$ cat src/rtl/miner_pkg.sv
// Shared widths and state encoding for the miner sequencing blocks.
package miner_pkg;

  localparam int HEADER_W = 512;
  localparam int HASH_W   = 256;
  localparam int NONCE_W  = 32;

  typedef enum logic [2:0] {
    IDLE,
    ISSUE,
    WAIT,
    CHECK,
    FOUND
  } sched_state_t;

endpackage

$ cat src/rtl/hash_le_cmp.sv
// Registered unsigned a <= b comparator; the result updates only when en is high.
module hash_le_cmp #(
  parameter int W = 256
) (
  input  logic         clk,
  input  logic         rst,
  input  logic         en,
  input  logic [W-1:0] a,
  input  logic [W-1:0] b,
  output logic         le
);

  always_ff @(posedge clk or negedge rst) begin
    if (!rst) le <= 1'b0;
    else if (en) le <= (a <= b);
  end

endmodule

$ cat src/rtl/nonce_scheduler.sv
// Issues one header per nonce to the miner, checks each returned hash against
// the target and holds winning nonces until they are acknowledged.
//
// state | meaning
// IDLE  | no sweep; waiting for start
// ISSUE | building the header for the current nonce / launching it
// WAIT  | one job outstanding; counting towards the timeout
// CHECK | registered compare result available; hit or advance
// FOUND | winning nonce held until result_ack
module nonce_scheduler
  import miner_pkg::*;
#(
  parameter int NONCE_LSB      = 96,
  parameter int TIMEOUT_CYCLES = 1024
) (
  input  logic                clk,
  input  logic                rst,
  input  logic                start,
  input  logic                abort,
  input  logic [HEADER_W-1:0] header_in,
  input  logic [HASH_W-1:0]   target,
  input  logic [NONCE_W-1:0]  nonce_start,
  input  logic [NONCE_W-1:0]  nonce_end,
  output logic                miner_valid,
  output logic [HEADER_W-1:0] miner_header,
  input  logic                miner_out_valid,
  input  logic [HASH_W-1:0]   miner_hash,
  output logic                busy,
  output logic                result_valid,
  output logic [NONCE_W-1:0]  result_nonce,
  output logic [HASH_W-1:0]   result_hash,
  input  logic                result_ack,
  output logic                done,
  output logic                aborted,
  output logic                timeout_err
);

  localparam int              CNT_W    = $clog2(TIMEOUT_CYCLES + 1);
  localparam logic [CNT_W-1:0] CNT_LAST = CNT_W'(TIMEOUT_CYCLES - 1);

  sched_state_t        state;
  logic [HEADER_W-1:0] header_q;
  logic [HEADER_W-1:0] launch_hdr;
  logic [HASH_W-1:0]   target_q;
  logic [HASH_W-1:0]   hash_q;
  logic [NONCE_W-1:0]  nonce;
  logic [NONCE_W-1:0]  nonce_end_q;
  logic [CNT_W-1:0]    wait_cnt;
  logic                hash_le;
  logic                capture;
  logic                last;

  assign capture = (state == WAIT) && miner_out_valid;
  assign last    = (nonce == nonce_end_q);

  // On start the header comes straight from the inputs so the launch needs no extra cycle.
  always_comb begin
    launch_hdr = (state == IDLE) ? header_in : header_q;
    launch_hdr[NONCE_LSB +: NONCE_W] = (state == IDLE) ? nonce_start : nonce;
  end

  hash_le_cmp #(.W(HASH_W)) u_cmp (
    .clk (clk),
    .rst (rst),
    .en  (capture),
    .a   (miner_hash),
    .b   (target_q),
    .le  (hash_le)
  );

  always_ff @(posedge clk or negedge rst) begin
    if (!rst) begin
      state        <= IDLE;
      header_q     <= '0;
      target_q     <= '0;
      hash_q       <= '0;
      nonce        <= '0;
      nonce_end_q  <= '0;
      wait_cnt     <= '0;
      miner_valid  <= 1'b0;
      miner_header <= '0;
      busy         <= 1'b0;
      result_valid <= 1'b0;
      result_nonce <= '0;
      result_hash  <= '0;
      done         <= 1'b0;
      aborted      <= 1'b0;
      timeout_err  <= 1'b0;
    end else begin
      done    <= 1'b0;
      aborted <= 1'b0;
      if (abort && (state != IDLE)) begin
        state        <= IDLE;
        busy         <= 1'b0;
        miner_valid  <= 1'b0;
        result_valid <= 1'b0;
        aborted      <= 1'b1;
      end else begin
        case (state)
          IDLE: if (start) begin
            header_q     <= header_in;
            target_q     <= target;
            nonce        <= nonce_start;
            nonce_end_q  <= nonce_end;
            timeout_err  <= 1'b0;
            busy         <= 1'b1;
            miner_valid  <= 1'b1;
            miner_header <= launch_hdr;
            state        <= ISSUE;
          end
          // Entered from an advance with miner_valid low: first build the header, then launch.
          ISSUE: if (miner_valid) begin
            miner_valid <= 1'b0;
            wait_cnt    <= '0;
            state       <= WAIT;
          end else begin
            miner_valid  <= 1'b1;
            miner_header <= launch_hdr;
          end
          WAIT: if (miner_out_valid) begin
            hash_q <= miner_hash;
            state  <= CHECK;
          end else if (wait_cnt == CNT_LAST) begin
            timeout_err <= 1'b1;
            busy        <= 1'b0;
            state       <= IDLE;
          end else begin
            wait_cnt <= wait_cnt + 1'b1;
          end
          CHECK: if (hash_le) begin
            result_nonce <= nonce;
            result_hash  <= hash_q;
            result_valid <= 1'b1;
            state        <= FOUND;
          end else if (last) begin
            done  <= 1'b1;
            busy  <= 1'b0;
            state <= IDLE;
          end else begin
            nonce <= nonce + 1'b1;
            state <= ISSUE;
          end
          FOUND: if (result_ack) begin
            result_valid <= 1'b0;
            if (last) begin
              done  <= 1'b1;
              busy  <= 1'b0;
              state <= IDLE;
            end else begin
              nonce <= nonce + 1'b1;
              state <= ISSUE;
            end
          end
          default: state <= IDLE;
        endcase
      end
    end
  end

endmodule

$ cat config.mk
export PLATFORM = sky130hd
export DESIGN_NAME = nonce_scheduler
export DESIGN_NICKNAME = d
export VERILOG_FILES = /design/src/rtl/miner_pkg.sv /design/src/rtl/hash_le_cmp.sv /design/src/rtl/nonce_scheduler.sv
export SDC_FILE = /design/constraint.sdc
export NUM_CORES = 2
export LEC_CHECK = 0
export ABC_AREA = 1
export CAP_MARGIN = 20
export CORE_AREA = 2 2 742 744
export DETAILED_ROUTE_END_ITERATION = 10
export DIE_AREA = 0 0 744 746
export GPL_TIMING_DRIVEN = 0
export PLACE_DENSITY = 0.37
export SKIP_CTS_REPAIR_TIMING = 1
export SLEW_MARGIN = 15
export SYNTH_ARGS = -nofsm -noshare
export SYNTH_HDL_FRONTEND = slang
export SYNTH_HIERARCHICAL = 1
export SYNTH_SLANG_ARGS = --single-unit
$ cat constraint.sdc
create_clock -name clk -period 3 [get_ports clk]
set_input_delay 0.6 -clock clk [delete_from_list [all_inputs] [get_ports clk]]
set_output_delay 0.6 -clock clk [all_outputs]
set_load 0.02 [all_outputs]
Word-level counts from Yosys, hierarchy flattened:

Index checks and enable logic that the tools add are counted.

* register bits: 1909
* latch bits: 0
* RAM bits: 0
* memory bits (read-only): 0
* bits of input ports: 1094
* logic and storage cells: 113
* memories: 0

* add/subtract/negate cells: 2
* multiply operators: 0
* div/mod/pow operators: 0
* order comparisons: 1
* equal/unequal tests: 22
* shift operators: 0
* multiplexer cells: 48
* bitwise operators: 1
* reductions and logical operators: 22

Operator list (number)
* $mux 512: 3
* $pmux 512 s2: 1
* $le 256x256->1: 1
* $mux 32: 5
* $pmux 32 s3: 1
* $mux 11: 3
* $add 32x1->32 const B: 1
* $eq 32x32->1: 1
* $pmux 11 s2: 1
* $mux 1: 21
* $mux 3: 7
* $pmux 3 s5: 1
* $reduce_and 5->1: 3
* $ne 2x2->1 const B: 7
* $reduce_and 3->1: 4
* $reduce_bool 3->1: 4
* $add 11x1->11 const B: 1
* $eq 11x10->1 const B: 1
* $ne 3x2->1 const B: 3
* $ne 3x3->1 const B: 3
* $pmux 1 s2: 4
* $reduce_and 4->1: 2
* $eq 3x2->1 const B: 2
* $reduce_and 6->1: 1
* other kinds (12): 15

Depth between registers and ports, before layout:

* depth after elaboration: 5
* depth in mapped cells: 20
* gate-level depth less buffers: 20

Modules after synthesis:

Netlist, hierarchy kept.

By module, submodules not included
* nonce_scheduler: times used 1, cells an instance 7957, area each 76632.2 um^2, sequential area each 46945.0 um^2
* hash_le_cmp: times used 1, cells an instance 1105, area each 6924.1 um^2, sequential area each 25.0 um^2

Least setup slack after synthesis:

No wires, ideal clock.

* kind: input to register
* start point: input port miner_hash[151]
* end point: register u_cmp.le
* setup time: 0.120 ns
* data arrival time: 1.820 ns
* slack: 1.060 ns
* cell stages on the path: 12
* buffers on the path: 0
* cell sequence: ha_1 -> nand2_2 -> nor2_4 -> inv_2 -> nor3_2 -> inv_2 -> nor2_2 -> nand2_1 -> nor4_1 -> nand2_1 -> nand2_1 -> a21oi_2

* longest elaborated chain between the ends: 1

Ends and longest elaborated chain
* from (decl): RTL line nonce_scheduler.sv:27 `input logic [HASH_W-1:0] miner_hash,`
* $le 256x256->1: RTL line hash_le_cmp.sv:15 `else if (en) le <= (a <= b);`
* to (signal assigned): RTL line hash_le_cmp.sv:15
* to (decl): RTL line hash_le_cmp.sv:10 `output logic le`

Every way passes these cells.
A chain may end at the register's enable or synchronous reset.

Final worst setup path:

* start point: register result_nonce[20]
* end point: output port result_nonce[20]

RTL lines
* from (decl): RTL line nonce_scheduler.sv:30 `output logic [NONCE_W-1:0] result_nonce,`
* from (signal assigned): RTL line nonce_scheduler.sv:131 `result_nonce <= nonce;`

No word-level cell between the ends.

==> results.json <==
{
  "status": "finished, final reports clean",
  "p_leak_nw": 56.06,
  "wl_met3_microns": 59310,
  "cap_viol_max_count": 0,
  "yosys_register_bits": 1877,
  "path_cells": "clkdlybuf4s50_1",
  "drt_iter0_markers": 5407,
  "num_rows": 272,
  "finalSetupViolCount": 0,
  "max_stage_delay_ns": 1.07,
  "wl_met2_microns": 223300,
  "yosysSeqAreaShare_pct": 56.21,
  "path_class": "flip-flop to primary output",
  "clock_latency_ns": 0.93,
  "h-tree-depth": 5,
  "fillers": 60180,
  "wl_per_cell_microns": 28.00,
  "p_int_mw": 82.65,
  "crit_buf_inv": 1,
  "first_pass_iters": 6,
  "fin_nets": 12580,
  "peakVddDrop_uv": 565.0,
  "slew_headroom_pct": 27.87,
  "period_minus_slack_ns": 2.953,
  "pin_count": 1900,
  "dpl.hpwl_microns": 427300,
  "die_area_sq_mm": 0.5550,
  "tightest_slew_ns": 1.082,
  "swShare_pct": 44.02,
  "p_switching_mw": 65.00,
  "postSynthCellCount": 9062,
  "cp-start-kind": "flip-flop",
  "die_y_microns": 746,
  "wl_microns": 525300,
  "grt_max_degree": 134,
  "synth.avg_cell_area_sq_um": 9.221,
  "initial_utilization_pct": 15.27,
  "syn_area_sq_mm": 0.08356,
  "cts_buffers": 265,
  "ant_nets": 0,
  "cp_slowest_cell": "clkdlybuf4s50_1",
  "vias_per_cell": 3.906,
  "combinationalPowerShare_pct": 46.5,
  "grt_pass1_vias": 72570,
  "antenna_found_initial": 365,
  "postLayoutCoreUtil_pct": 22.24,
  "cts_tree": "built",
  "numPortBuffers": 1867,
  "yosys.cell_types.count": 43,
  "crit_family": "buffers and inverters",
  "hp-class": "input port to flip-flop",
  "skew_ns": 0.07153,
  "die_w_microns": 744,
  "synth_enable_flop_cells": 0,
  "endpoint_kind": "primary output",
  "fmax_mhz": 338.6,
  "yosysTopAreaCell": "dfrtp_1",
  "yosysWarnings": 6,
  "report.final.slew_viol_count": 0,
  "p_total_mw": 147.6,
  "layout.cells.non_filler": 18760,
  "seqPwrFrac_pct": 31.0,
  "gr-usage-all-layers_pct": 18.30,
  "routed.top_layer": "met5",
  "gp_congestion": 0.8755,
  "drc": 0,
  "coreArea_sq_mm": 0.5472,
  "setup_tns_ns": 0,
  "critical_path.max_fanout": 2,
  "async_flop_share_pct": 100.0,
  "met1_length_microns": 225700,
  "place_inst": 18220,
  "fin_ws_ns": 0.04685,
  "grt-ovfl-total": 0,
  "min_period_over_period_pct": 98.44,
  "synthTopCellsByArea": "dfrtp_1 56%, nand2_1 18%, mux2_2 4.5%, ha_1 3.9%, a31oi_1 3.9%",
  "cp_data_required_time_ns": 2.40,
  "synth_top_area_share_pct": 56.21,
  "hold_viol_final": 0,
  "cts_root_buffer": "clkbuf_16",
  "clk_pin_slew_worst_paths_ns": 0.06,
  "synth_fp_nets": 10410,
  "rsz0062_at_grt": "yes",
  "cts_num_sinks": 1877,
  "dp_worst_setup_slack_ns": -2.169,
  "areaGrowthSynthToFinish_pct": 45.66,
  "synthFlopType": "dfrtp_1",
  "clock_path_buffers": 4,
  "p_per_area_mw_per_mm2": 1213,
  "vias": 73280,
  "arrival_ns": 2.35,
  "layout-drive-gt1-share_pct": 11.41,
  "p_clk_share_pct": 22.5,
  "grt_first_pass_wirelength_microns": 690400
}
sequential cells by signal, indices dropped and copies added (netlist names), 11 cells and up:
register / flops
wait_cnt: 11
nonce_end_q: 32
miner_header: 512
result_hash: 256
hash_q: 256
header_q: 480
result_nonce: 32
nonce: 32
target_q: 256
metrics by stage:
stage / cell area [sq um] / hold WS [ns]
after global routing: 121600 / 0.1463
final: 121700 / 0.2066
after global placement: 111300 / 0.4530
after CTS: 121000 / -0.4681
after floorplan: 83560 / 0.3044
after detailed placement: 112000 / 0.4579
cell type report:
type | instances | area (sq um) | share of cell area, %
Clock inverter | 72 | 1119 | 0.9191
Multi-Input combinational cell | 6309 | 32680 | 26.85
Sequential cell | 1877 | 46970 | 38.59
Buffer | 483 | 2691 | 2.211
Timing Repair Buffer | 1903 | 19630 | 16.13
Antenna cell | 85 | 212.7 | 0.1748
Inverter | 387 | 1486 | 1.221
Tap cell | 7261 | 9085 | 7.465
Clock buffer | 383 | 7830 | 6.434
synth_stat cells (32+ instances only):
| master | instances |
|---|---|
| ha_1 | 258 |
| nor2_1 | 661 |
| nand4_1 | 32 |
| mux2_2 | 333 |
| o21ai_0 | 88 |
| a31oi_1 | 515 |
| clkbuf_1 | 218 |
| inv_1 | 373 |
| dfrtp_1 | 1877 |
| buf_2 | 177 |
| mux2_4 | 166 |
| a21oi_1 | 131 |
| buf_4 | 65 |
| nand3_1 | 87 |
| nand2_1 | 3908 |
power by group through the flow:
stage	logic [mW]	clock network [mW]	registers, mW
after floorplan	28.7	0	50.0
after global placement	68.7	0	46.5
after detailed placement	69.6	0	45.9
after CTS	69.8	34.4	45.7
after global routing	75.7	35.2	47.3
final	68.7	33.2	45.7
final timing paths:
path | from | end | slack, ns | cells after the start
worst max-delay path | result_nonce[20] | result_nonce[20] | 0.05 | 1
worst min-delay path | target[240] | target_q[240] | 0.21 | 3
worst max register to register | target_q[157] | u_cmp/le | 0.06 | 13
worst min register to register | header_q[309] | header_q[309] | 0.47 | 2
max in group asynchronous | rst | header_q[309] | 0.35 | 5
min in group asynchronous | rst | miner_header[134] | 0.51 | 3
cell families (layout without fill, tap and decap cells):
| family | count (synthesis) | count (layout) | synth area share (%) |
|---|---|---|---|
| and+or+nand+nor | 4740 | 4740 | 21.76 |
| DFF | 1877 | 1877 | 56.21 |
| buffers and inverters | 876 | 3228 | 4.744 |
| AOI/OAI and AO/OA | 771 | 771 | 5.466 |
| muxes | 517 | 517 | 7.713 |
| adders and majority gates | 258 | 258 | 3.863 |
| xor gates and xnor gates | 23 | 23 | 0.2411 |
| other | 0 | 85 | 0 |
metal layers:
| metal | GRT usage, % | vias up |
|---|---|---|
| li1 | - | 33640 |
| met1 | 23.40 | 35930 |
| met2 | 27.52 | 2679 |
| met3 | 8.508 | 923 |
| met4 | 5.033 | 114 |
| met5 | 0 | - |
cells in the final DEF, fill, tap and decap left out, types with 8 or more instances in the layout:
cell type        Yosys  layout
clkbuf_1           218     216
inv_1              373     373
mux2_1              18      18
dlymetal6s2s_1       0      38
o21ai_0             88      88
buf_16               0      26
a21oi_1            131     130
mux2_4             166     166
a31oi_1            515     515
nor3_1              11      11
nand4_1             32      32
ha_1               258     258
clkinv_8             0       8
diode_2              0      85
clkbuf_4             0      19
dfrtp_1           1877    1877
buf_6               28      32
o21ai_1             13      13
clkdlybuf4s50_1      0    1828
clkbuf_16            0     270
nand2_2              5       8
bufinv_16            0      17
nand3_1             87      87
clkbuf_8             0      67
clkinv_2             0      23
inv_2               11       9
buf_2              177     148
nand2_1           3908    3904
o21a_1              12      12
mux2_2             333     333
nor2_1             661     660
buf_4               65      69
clkbuf_2             0      43
xnor2_1             17      17
Note: power is estimated with default switching activity, not from simulation.
